## src/rtl/alu_sched_if.sv

```systemverilog
// Bundle of requester, shared-ALU and response signals for alu_sched.
// slave = scheduler side, master = the environment (requesters, ALU, consumer).
interface alu_sched_if #(
  parameter int unsigned W = 16
);
  logic         a_valid;
  logic         a_ready;
  logic [3:0]   a_opcode;
  logic [W-1:0] a_in1;
  logic [W-1:0] a_in2;
  logic         b_valid;
  logic         b_ready;
  logic [3:0]   b_opcode;
  logic [W-1:0] b_in1;
  logic [W-1:0] b_in2;
  logic [3:0]   alu_opcode;
  logic [W-1:0] alu_in1;
  logic [W-1:0] alu_in2;
  logic [W-1:0] alu_out;
  logic         rsp_valid;
  logic         rsp_ready;
  logic [W-1:0] rsp_data;
  logic         rsp_id;
  logic         rsp_err;
  logic         busy;

  modport slave (
    input  a_valid, a_opcode, a_in1, a_in2,
    input  b_valid, b_opcode, b_in1, b_in2,
    input  alu_out, rsp_ready,
    output a_ready, b_ready,
    output alu_opcode, alu_in1, alu_in2,
    output rsp_valid, rsp_data, rsp_id, rsp_err, busy
  );

  modport master (
    output a_valid, a_opcode, a_in1, a_in2,
    output b_valid, b_opcode, b_in1, b_in2,
    output alu_out, rsp_ready,
    input  a_ready, b_ready,
    input  alu_opcode, alu_in1, alu_in2,
    input  rsp_valid, rsp_data, rsp_id, rsp_err, busy
  );
endinterface

```

## src/rtl/alu_sched.sv

```systemverilog
// Two-requester scheduler in front of one shared combinational ALU.
// Define ALU_SCHED_RR_EN for round-robin arbitration; default is fixed priority (A wins).
module alu_sched #(
  parameter int unsigned W       = 16,
  parameter logic [3:0]  NOOP_OP = 4'b0000
) (
  input logic       clk,
  input logic       clear,
  alu_sched_if.slave bus
);
  localparam int unsigned OPW = 4;
  localparam logic [OPW-1:0] OP_DIV    = 4'b0100;
  localparam logic [OPW-1:0] OP_ERR_LO = 4'b1001;
  localparam logic [OPW-1:0] OP_ERR_HI = 4'b1110;

  typedef enum logic [1:0] {IDLE, ISSUE, RESP} state_t;

  state_t         r_state;
  logic [OPW-1:0] r_alu_op;
  logic [W-1:0]   r_alu_in1;
  logic [W-1:0]   r_alu_in2;
  logic           r_rsp_valid;
  logic [W-1:0]   r_rsp_data;
  logic           r_rsp_id;
  logic           r_rsp_err;
`ifdef ALU_SCHED_RR_EN
  logic           r_ptr;  // 1 = favour B on the next tie
`endif

  logic           w_grant_a;
  logic           w_grant_b;
  logic [OPW-1:0] w_op;
  logic [W-1:0]   w_in1;
  logic [W-1:0]   w_in2;
  logic           w_err;

  // Grant decision and payload select; ready is only ever raised in IDLE out of reset.
  always_comb begin
    w_grant_a = 1'b0;
    w_grant_b = 1'b0;
    if (clear && (r_state == IDLE)) begin
`ifdef ALU_SCHED_RR_EN
      if (bus.a_valid && bus.b_valid) begin
        w_grant_a = !r_ptr;
        w_grant_b = r_ptr;
      end else begin
        w_grant_a = bus.a_valid;
        w_grant_b = bus.b_valid;
      end
`else
      w_grant_a = bus.a_valid;
      w_grant_b = bus.b_valid && !bus.a_valid;
`endif
    end
    w_op  = w_grant_b ? bus.b_opcode : bus.a_opcode;
    w_in1 = w_grant_b ? bus.b_in1    : bus.a_in1;
    w_in2 = w_grant_b ? bus.b_in2    : bus.a_in2;
    w_err = ((w_op >= OP_ERR_LO) && (w_op <= OP_ERR_HI)) ||
            ((w_op == OP_DIV) && (w_in2 == '0));
  end

  always_ff @(posedge clk or negedge clear) begin
    if (!clear) begin
      r_state     <= IDLE;
      r_alu_op    <= NOOP_OP;
      r_alu_in1   <= '0;
      r_alu_in2   <= '0;
      r_rsp_valid <= 1'b0;
      r_rsp_data  <= '0;
      r_rsp_id    <= 1'b0;
      r_rsp_err   <= 1'b0;
`ifdef ALU_SCHED_RR_EN
      r_ptr       <= 1'b0;
`endif
    end else begin
      case (r_state)
        IDLE: begin
          if (w_grant_a || w_grant_b) begin
            r_rsp_id <= w_grant_b;
`ifdef ALU_SCHED_RR_EN
            r_ptr    <= w_grant_a;
`endif
            // Rejected operations skip the ALU and answer straight away.
            if (w_err) begin
              r_rsp_valid <= 1'b1;
              r_rsp_data  <= '0;
              r_rsp_err   <= 1'b1;
              r_state     <= RESP;
            end else begin
              r_alu_op  <= w_op;
              r_alu_in1 <= w_in1;
              r_alu_in2 <= w_in2;
              r_state   <= ISSUE;
            end
          end
        end
        ISSUE: begin
          r_rsp_valid <= 1'b1;
          r_rsp_data  <= bus.alu_out;
          r_rsp_err   <= 1'b0;
          r_alu_op    <= NOOP_OP;
          r_alu_in1   <= '0;
          r_alu_in2   <= '0;
          r_state     <= RESP;
        end
        RESP: begin
          if (bus.rsp_ready) begin
            r_rsp_valid <= 1'b0;
            r_rsp_data  <= '0;
            r_rsp_id    <= 1'b0;
            r_rsp_err   <= 1'b0;
            r_state     <= IDLE;
          end
        end
        default: r_state <= IDLE;
      endcase
    end
  end

  assign bus.a_ready    = w_grant_a;
  assign bus.b_ready    = w_grant_b;
  assign bus.alu_opcode = r_alu_op;
  assign bus.alu_in1    = r_alu_in1;
  assign bus.alu_in2    = r_alu_in2;
  assign bus.rsp_valid  = r_rsp_valid;
  assign bus.rsp_data   = r_rsp_data;
  assign bus.rsp_id     = r_rsp_id;
  assign bus.rsp_err    = r_rsp_err;
  assign bus.busy       = (r_state != IDLE);
endmodule

```

## src/flat_wrapper.sv

```systemverilog
// flat-port wrapper written by rule: the top's interface ports become plain ports
module alu_sched_flat 
#(
  parameter int unsigned W       = 16,
  parameter logic [3:0]  NOOP_OP = 4'b0000
)
  (clk, clear, bus_a_valid, bus_a_opcode, bus_a_in1, bus_a_in2, bus_b_valid, bus_b_opcode, bus_b_in1, bus_b_in2, bus_alu_out, bus_rsp_ready, bus_a_ready, bus_b_ready, bus_alu_opcode, bus_alu_in1, bus_alu_in2, bus_rsp_valid, bus_rsp_data, bus_rsp_id, bus_rsp_err, bus_busy);
  alu_sched_if #(.W(W)) bus_i ();
  input logic clk;
  input logic clear;
  input wire logic [$bits(bus_i.a_valid)-1:0] bus_a_valid;
  input wire logic [$bits(bus_i.a_opcode)-1:0] bus_a_opcode;
  input wire logic [$bits(bus_i.a_in1)-1:0] bus_a_in1;
  input wire logic [$bits(bus_i.a_in2)-1:0] bus_a_in2;
  input wire logic [$bits(bus_i.b_valid)-1:0] bus_b_valid;
  input wire logic [$bits(bus_i.b_opcode)-1:0] bus_b_opcode;
  input wire logic [$bits(bus_i.b_in1)-1:0] bus_b_in1;
  input wire logic [$bits(bus_i.b_in2)-1:0] bus_b_in2;
  input wire logic [$bits(bus_i.alu_out)-1:0] bus_alu_out;
  input wire logic [$bits(bus_i.rsp_ready)-1:0] bus_rsp_ready;
  output wire logic [$bits(bus_i.a_ready)-1:0] bus_a_ready;
  output wire logic [$bits(bus_i.b_ready)-1:0] bus_b_ready;
  output wire logic [$bits(bus_i.alu_opcode)-1:0] bus_alu_opcode;
  output wire logic [$bits(bus_i.alu_in1)-1:0] bus_alu_in1;
  output wire logic [$bits(bus_i.alu_in2)-1:0] bus_alu_in2;
  output wire logic [$bits(bus_i.rsp_valid)-1:0] bus_rsp_valid;
  output wire logic [$bits(bus_i.rsp_data)-1:0] bus_rsp_data;
  output wire logic [$bits(bus_i.rsp_id)-1:0] bus_rsp_id;
  output wire logic [$bits(bus_i.rsp_err)-1:0] bus_rsp_err;
  output wire logic [$bits(bus_i.busy)-1:0] bus_busy;
  assign bus_i.a_valid = bus_a_valid;
  assign bus_i.a_opcode = bus_a_opcode;
  assign bus_i.a_in1 = bus_a_in1;
  assign bus_i.a_in2 = bus_a_in2;
  assign bus_i.b_valid = bus_b_valid;
  assign bus_i.b_opcode = bus_b_opcode;
  assign bus_i.b_in1 = bus_b_in1;
  assign bus_i.b_in2 = bus_b_in2;
  assign bus_i.alu_out = bus_alu_out;
  assign bus_i.rsp_ready = bus_rsp_ready;
  assign bus_a_ready = bus_i.a_ready;
  assign bus_b_ready = bus_i.b_ready;
  assign bus_alu_opcode = bus_i.alu_opcode;
  assign bus_alu_in1 = bus_i.alu_in1;
  assign bus_alu_in2 = bus_i.alu_in2;
  assign bus_rsp_valid = bus_i.rsp_valid;
  assign bus_rsp_data = bus_i.rsp_data;
  assign bus_rsp_id = bus_i.rsp_id;
  assign bus_rsp_err = bus_i.rsp_err;
  assign bus_busy = bus_i.busy;
  alu_sched #(.W(W), .NOOP_OP(NOOP_OP)) u_core (.clk(clk), .clear(clear), .bus(bus_i));
endmodule
```

## config.mk

```make
export PLATFORM = sky130hd
export DESIGN_NAME = alu_sched_flat
export DESIGN_NICKNAME = d
export VERILOG_FILES = /design/src/rtl/alu_sched_if.sv /design/src/rtl/alu_sched.sv /design/src/flat_wrapper.sv
export SDC_FILE = /design/constraint.sdc
export NUM_CORES = 1
export LEC_CHECK = 0
export BUFFER_PORTS_ARGS = -buffer_cell sky130_fd_sc_hd__buf_2
export CAP_MARGIN = 15
export CORE_MARGIN = 1
export CORE_UTILIZATION = 47
export CTS_CLUSTER_SIZE = 12
export DETAILED_ROUTE_END_ITERATION = 8
export PLACE_DENSITY_LB_ADDON = 0.08
export SLEW_MARGIN = 20
export SYNTH_ARGS = -nofsm -noshare
export SYNTH_HDL_FRONTEND = slang
export SYNTH_SLANG_ARGS = --single-unit
```

## constraint.sdc

```tcl
create_clock -name clk -period 3 [get_ports clk]
set_input_delay 0.45 -clock clk [delete_from_list [all_inputs] [get_ports clk]]
set_output_delay 0.45 -clock clk [all_outputs]
set_load 0.02 [all_outputs]
```

==> results of run 1 <==
-- per-stage QoR --
| stage | hold slack (ns) | utilization (%) | setup WS [ns] |
|---|---|---|---|
| 6_report | 0.131 | 63.1 | 0.458 |
| 2_1_floorplan | 0.154 | - | 0.909 |
| 5_1_grt | 0.136 | 63.1 | 0.269 |
| 3_3_place_gp | 0.485 | 59.9 | 0.659 |
| 4_1_cts | 0.133 | 63.1 | 0.466 |
| 3_5_place_dp | 0.488 | 59.9 | 0.527 |
-- cell families (layout without fill, tap and decap cells) --
family	count (synthesis)	after routing	synth area share, %
AO/OA/AOI/OAI	82	82	13.8
adder cells (fa/ha/maj)	4	4	1.53
buffers and inverters	59	203	8.59
flip-flops	57	57	43.7
multiplexers	19	19	5.83
AND/OR/NAND/NOR	188	188	26.5
-- flip-flops by register name (all words and copies together) (netlist names) --
| name | flops |
|---|---|
| u_core.bus.alu_opcode | 4 |
| u_core.bus.rsp_data | 16 |
| u_core.r_state | 2 |
| u_core.bus.rsp_valid | 1 |
| u_core.bus.alu_in2 | 16 |
| u_core.bus.alu_in1 | 16 |
| u_core.bus.rsp_err | 1 |
| u_core.bus.rsp_id | 1 |
-- metal layers --
metal	vias up	global-route usage [%]	routed length (µm)	part of all wire, %
met5	-	0	0	0
met4	0	8.64	144	1.5
met3	11	6.13	721	7.5
met2	158	40.9	4440	46
met1	1669	39.5	4350	45
li1	1679	-	-	-
-- cells in the final DEF (no fill, tap or decap), types with 3 or more instances in the layout --
| cell | count |
|---|---|
| ha_1 | 3 |
| nand2_1 | 132 |
| clkbuf_8 | 13 |
| a21oi_1 | 36 |
| mux2i_1 | 19 |
| nor4_1 | 8 |
| buf_4 | 14 |
| buf_2 | 150 |
| nand4_1 | 37 |
| o21ai_0 | 36 |
| dfrtp_1 | 57 |
| inv_1 | 22 |
-- power groups by stage --
stage          Clock (W)  Combinational [W]  Sequential, W
2_1_floorplan          0           0.000942        0.00171
3_3_place_gp           0            0.00194        0.00130
3_5_place_dp           0            0.00198        0.00131
4_1_cts         0.000775            0.00198        0.00130
5_1_grt         0.000809            0.00215        0.00134
6_report        0.000760            0.00197        0.00131
-- worst paths after layout --
kind | startpoint | to | slack, ns
worst max-delay path | u_core.r_state[0] | bus_b_ready | 0.46
worst min-delay path | clear | u_core.r_state[1] | 0.13
worst max register to register | u_core.r_state[0] | u_core.bus.rsp_data[6] | 0.52
worst min register to register | u_core.bus.rsp_data[14] | u_core.bus.rsp_data[14] | 0.51
max in group asynchronous | clear | u_core.bus.alu_in1[10] | 2.03
min in group clk | bus_alu_out[7] | u_core.bus.rsp_data[7] | 0.37
-- worst max-delay path: cells and delay by family (launching register included) --
kind,cells,cell delay (ns)
buffers and inverters,4,0.88
flip-flops,1,0.40
AND/OR/NAND/NOR,1,0.24
adder cells (fa/ha/maj),1,0.22
-- cell type report --
class	instances	area share (%)
timing repair buffer	165	20.6
clock buffer	13	4.20
clock inverter	2	0.822
multi-input combinational	293	36.6
tap	80	2.35
inverter	23	2.03
sequential	57	33.5
==> results by group, run 1 <==
Routing
  – Vias/cell: 5.56
  – DR iter-0 viols: 252
  – Drt wl/cell: 15.3 µm
  – Antenna violation net count after detailed routing: 0
  – Via count: 3,517
  – DRT Pass-1 Iters: 5
  – Total wire length: 9660 µm
  – Drt drc: 0

Finish
  – Multi-input logic area: 1560 µm²
  – Cell Count, Final, Fillers Out: 633
  – Layout Nets: 646
  – Antenna diodes: 0
  – P&R area growth vs syn: 30.6%
  – Cell area after layout: 4260 µm²
  – Fill cells: 651
  – Layout cells sized above 1: 33.5%
  – Register Area: 1430 µm²

Clocking
  – Htree depth: 3
  – Post-CTS Setup Inserts: 0
  – Clock-pin slew on the worst setup and hold paths: 0.06 ns
  – CTS Root Cell: clkbuf_8
  – Clock buffer depth: 2
  – Clk sinks: 57
  – CTS tree: done
  – Clk Latency, worst-skew pair: 0.33 ns
  – CTS Buf Count: 9
  – CTS-repair resized insts: 0
  – CTS Hold Bufs: 0

Worst setup path
  – Worst Path Arrival: 2.09 ns
  – R2r worst-path depth: 10
  – Critical path's slowest cell: dfrtp_1
  – Setup crit end kind: primary output
  – CP cell instances: inv_1 -> ha_1 -> nand4b_4 -> inv_2 -> buf_4 -> buf_2
  – Critical Path RT: 2.55 ns
  – Critical path type: reg2out
  – Worst path max stage delay: 0.40 ns
  – CP Launch Type: flop
  – CP Max Fanout: 32

Power
  – P_int: 0.00227 W
  – Tot Pwr: 0.00404 W
  – Pwr Density: 948 nW/µm²
  – Seq pwr share: 32.4%
  – Clock Power Share: 18.8%
  – P_sw: 0.00177 W
  – Net Sw Frac: 43.7%
  – Combinational power share: 48.8%
  – Max rail drop VDD: 493 µV
  – Leak: 2.24 nW

Timing
  – Pins Over Slew Limit: 0
  – Share of the cycle needed by the critical path after routing: 84.7%
  – FMAX: 0.393 GHz
  – Clock Skew: 0.00658 ns
  – Worst Tran Pin Value: 0.562 ns
  – Slew headroom: 62.5%
  – Setup TNS Final: 0 ns
  – Crit path time final: 2.54 ns
  – Endpoints failing setup: 0
  – Hold Vio Cnt, Final: 0
  – Unrepaired setup endpoints after global routing: no

Placement
  – Number of port buffers: 150
  – Detailed Place HPWL: 6750 µm
  – Placed Area: 4050 µm²
  – Placed Instances: 618
  – Global placer's final weighted congestion: 0.819

Synth
  – Seq cells post-synth: 57
  – Synth unique cells: 30
  – Syn_area_per_cell: 7.98 µm²
  – EDFF count, synth: 0
  – Ys async rst share: 100%
  – Share of the synthesized area in the top cell type: 43.7%
  – Synth top cells by count: nand2_1, dfrtp_1, nand4_1, a21oi_1, o21ai_0
  – Synth Net Count: 506
  – Synth Instances: 409
  – Ys flop type: dfrtp_1
  – Post-synthesis sequential area ratio: 43.7%
  – Most frequent cell after synthesis: nand2_1
  – Yosys top cell by area: dfrtp_1
  – Netlist Area Pre-Place: 3260 µm²
  – Synth top area cells: dfrtp_1, nand2_1, nand4_1
  – Warnings from Yosys: 0

Die
  – Die width: 85.3 µm
  – Initial Util: 48.3%
  – I/O pin cnt: 151
  – Chip height: 85.3 µm
  – DIE AREA: 7280 µm²
  – Core box area: 6760 µm²
  – Rows: 30

Global routing
  – Number of global-route vias before repair: 3,095
  – Overflow after GRT: 0
  – Total Routing Usage GR: 27.3%
  – Initial antenna violation count: 0
  – First-pass GRT wire length: 15,400 µm
  – Largest net degree at the start of global routing: 54

Hold path
  – Worst Hold Class: in2async

Outcome
  – Outcome: completed

Run
  – Max-cap violations: 0
Power figures use the tool's default switching activity.
==> run 2: changes to the inputs <==
clock period = 2.5 ns   (was 3 ns; I/O delays follow)
==> run 2 against run 1 <==
  * Combinational power up 21%
  * Worst setup slack worse by 0.22 ns
  * Cell area up 0.29%
  * Highest routed layer unchanged
==> results by group, run 2 (synthesis results as in run 1) <==
Outcome
  – Outcome: completed

Finish
  – Layout Nets: 647 (+0.15%)
  – P&R area growth vs syn: 31.0%
  – Most frequent cells in the layout: buf_2, nand2_1, dfrtp_1
  – Layout cells sized above 1: 33.3% (-0.12 points)
  – Antenna diodes: 0 (unchanged)
  – Commonest non-fill, non-tap cell in the layout: buf_2
  – Fill cells: 630 (-3.2%)
  – Cell Count, Final, Fillers Out: 635 (+0.32%)
  – Multi-input logic area: 1560 µm² (unchanged)
  – Register Area: 1430 µm² (unchanged)
  – Utilization after layout: 63.3% (+0.19 points)

Global routing
  – Largest net degree at the start of global routing: 57 (+5.6%)
  – Overflow after GRT: 0 (unchanged)
  – Number of global-route vias before repair: 3,171 (+2.5%)
  – Total Routing Usage GR: 26.7% (-0.57 points)
  – Initial antenna violation count: 0 (unchanged)
  – First-pass GRT wire length: 15,300 µm (-0.59%)

Routing
  – Antenna violation net count after detailed routing: 0 (unchanged)
  – Via count: 3,465 (-1.5%)
  – DR iter-0 viols: 266 (+5.6%)
  – DRT Pass-1 Iters: 4 (-1)
  – Vias/cell: 5.46 (-1.8%)
  – Drt drc: 0 (unchanged)
  – Drt wl/cell: 14.9 µm (-2.1%)
  – Total wire length: 9490 µm (-1.8%)

Clocking
  – Clk sinks: 57 (unchanged)
  – Clock buffer depth: 2 (unchanged)
  – CTS tree: done
  – Htree depth: 3 (unchanged)
  – Clk Latency, worst-skew pair: 0.33 ns (about the same)
  – CTS Root Cell: clkbuf_8
  – Clock-pin slew on the worst setup and hold paths: 0.07 ns (about the same)
  – CTS Buf Count: 9 (unchanged)

Worst setup path
  – Setup crit end kind: primary output
  – Crit path max-delay family: buffers and inverters
  – CP cell instances: inv_1 -> ha_1 -> nand4b_4 -> inv_4 -> buf_6 -> buf_2
  – Critical path type: reg2out
  – CP Launch Type: flop
  – Critical Path RT: 2.12 ns (-0.43 ns)
  – Buf/Inv on CP: 4 (unchanged)
  – CP Max Fanout: 32 (unchanged)
  – Critical path's slowest cell: dfrtp_1
  – Worst path max stage delay: 0.41 ns (about the same)
  – R2R Setup Slk: 0.26 ns (-0.26 ns)
  – Worst Path Arrival: 1.88 ns (-0.21 ns)

Placement
  – Placed Instances: 616 (-0.32%)
  – Number of port buffers: 150 (unchanged)
  – Detailed Place HPWL: 6460 µm (-4.4%)
  – Global placer's final weighted congestion: 0.847 (+3.4%)

Timing
  – Pins Over Slew Limit: 0 (unchanged)
  – Unrepaired setup endpoints after global routing: no
  – Share of the cycle needed by the critical path after routing: 90.3%
  – Clock Skew: 0.00379 ns (-0.00278 ns)
  – Setup TNS Final: 0 ns (unchanged)
  – Slew headroom: 53.2% (-9.3 points)
  – Hold slack: 0.287 ns (+0.156 ns)
  – Hold Vio Cnt, Final: 0 (unchanged)
  – Worst Tran Pin Value: 0.702 ns (+0.140 ns)
  – Endpoints failing setup: 0 (unchanged)
  – Crit path time final: 2.26 ns
  – FMAX: 0.443 GHz

Die
  – Rows: 30 (unchanged)
  – Initial Util: 48.3% (unchanged)
  – Die width: 85.3 µm (unchanged)
  – I/O pin cnt: 151 (unchanged)
  – DIE AREA: 7280 µm² (unchanged)
  – Chip height: 85.3 µm (unchanged)
  – Core box area: 6760 µm² (unchanged)

Power
  – P_sw: 0.00212 W (+20%)
  – Leak: 2.23 nW (-0.18%)
  – Max rail drop VDD: 516 µV (+4.6%)
  – Pwr Density: 1140 nW/µm² (+20%)
  – P_int: 0.00274 W (+20%)
  – Combinational power share: 49.1% (+0.3 points)
  – Tot Pwr: 0.00486 W (+20%)
  – Clock Power Share: 18.9% (about the same)
  – Net Sw Frac: 43.6% (-0.058 points)
  – Seq pwr share: 32.0% (-0.4 points)

Run
  – Max-cap violations: 0 (unchanged)

Hold path
  – Worst Hold Class: in2async
## run 2: changes by cell type in the layout (fill, tap and decap cells not counted), sizes merged
| cell | previous run | this run |
|---|---|---|
| bufinv | 1 | 2 |
| dlygate4sd3 | 0 | 1 |
| clkbuf | 13 | 10 |
| clkinv | 1 | 3 |
| clkinvlp | 0 | 1 |
## run 2: through the flow
step / instance area, µm² / setup WS [ns]
2_1_floorplan: 3260 / 0.409
3_3_place_gp: 4030 / 0.267
3_5_place_dp: 4030 / 0.141
4_1_cts: 4250 / 0.0114
5_1_grt: 4270 / 0.0852
6_report: 4270 / 0.241
## run 2: layer usage
metal	share of wire, %	GRT usage, %	routed length (µm)
met1	44	36.4	4160
met2	47	43.0	4480
met3	6.9	4.47	654
met4	2.0	10.0	188
met5	0	0	0
## run 2: cell type report
class	count	share of cell area (%)
Clock buffer	10	2.99
Clock inverter	6	1.93
Inverter	23	2.08
Multi-Input combinational cell	293	36.5
Sequential cell	57	33.4
Tap cell	80	2.34
Timing Repair Buffer	166	20.8
## run 2: final timing paths
path                       cells after the start                    from                      to
min in group clk                               3          bus_alu_out[8]  u_core.bus.rsp_data[8]
hold / removal                                 2                   clear    u_core.bus.rsp_valid
max in group asynchronous                      2                   clear   u_core.bus.alu_in1[2]
setup / recovery                               6       u_core.r_state[0]             bus_b_ready
hold reg to reg                                2  u_core.bus.rsp_data[0]  u_core.bus.rsp_data[0]
setup reg to reg                               9       u_core.r_state[0]   u_core.bus.alu_in2[5]
## run 2: power by group through the flow
| stage | Clock (W) | Sequential (W) | Combinational, W |
|---|---|---|---|
| final | 0.000916 | 0.00156 | 0.00239 |
| after global routing | 0.000976 | 0.00161 | 0.00261 |
| after CTS | 0.000937 | 0.00156 | 0.00239 |
| after detailed placement | 0 | 0.00156 | 0.00238 |
| after global placement | 0 | 0.00156 | 0.00234 |
| after floorplan | 0 | 0.00205 | 0.00113 |
## run 2: worst register-to-register path, delay by kind of cell (launching register included)
kind                     cells  cell delay, ns
AO/OA/AOI/OAI                2            0.54
AND/OR/NAND/NOR              3            0.51
adder cells (fa/ha/maj)      1            0.23
flip-flops                   1            0.41
buffers and inverters        3            0.47
## run 2: timing repair
item | in CTS | in global routing
setup buffers | 0 | 2
resized for setup | 0 | 2
endpoints found under the setup margin | 0 | 41
endpoints found under the hold margin | 2 | 0
hold buffers | 1 | 0
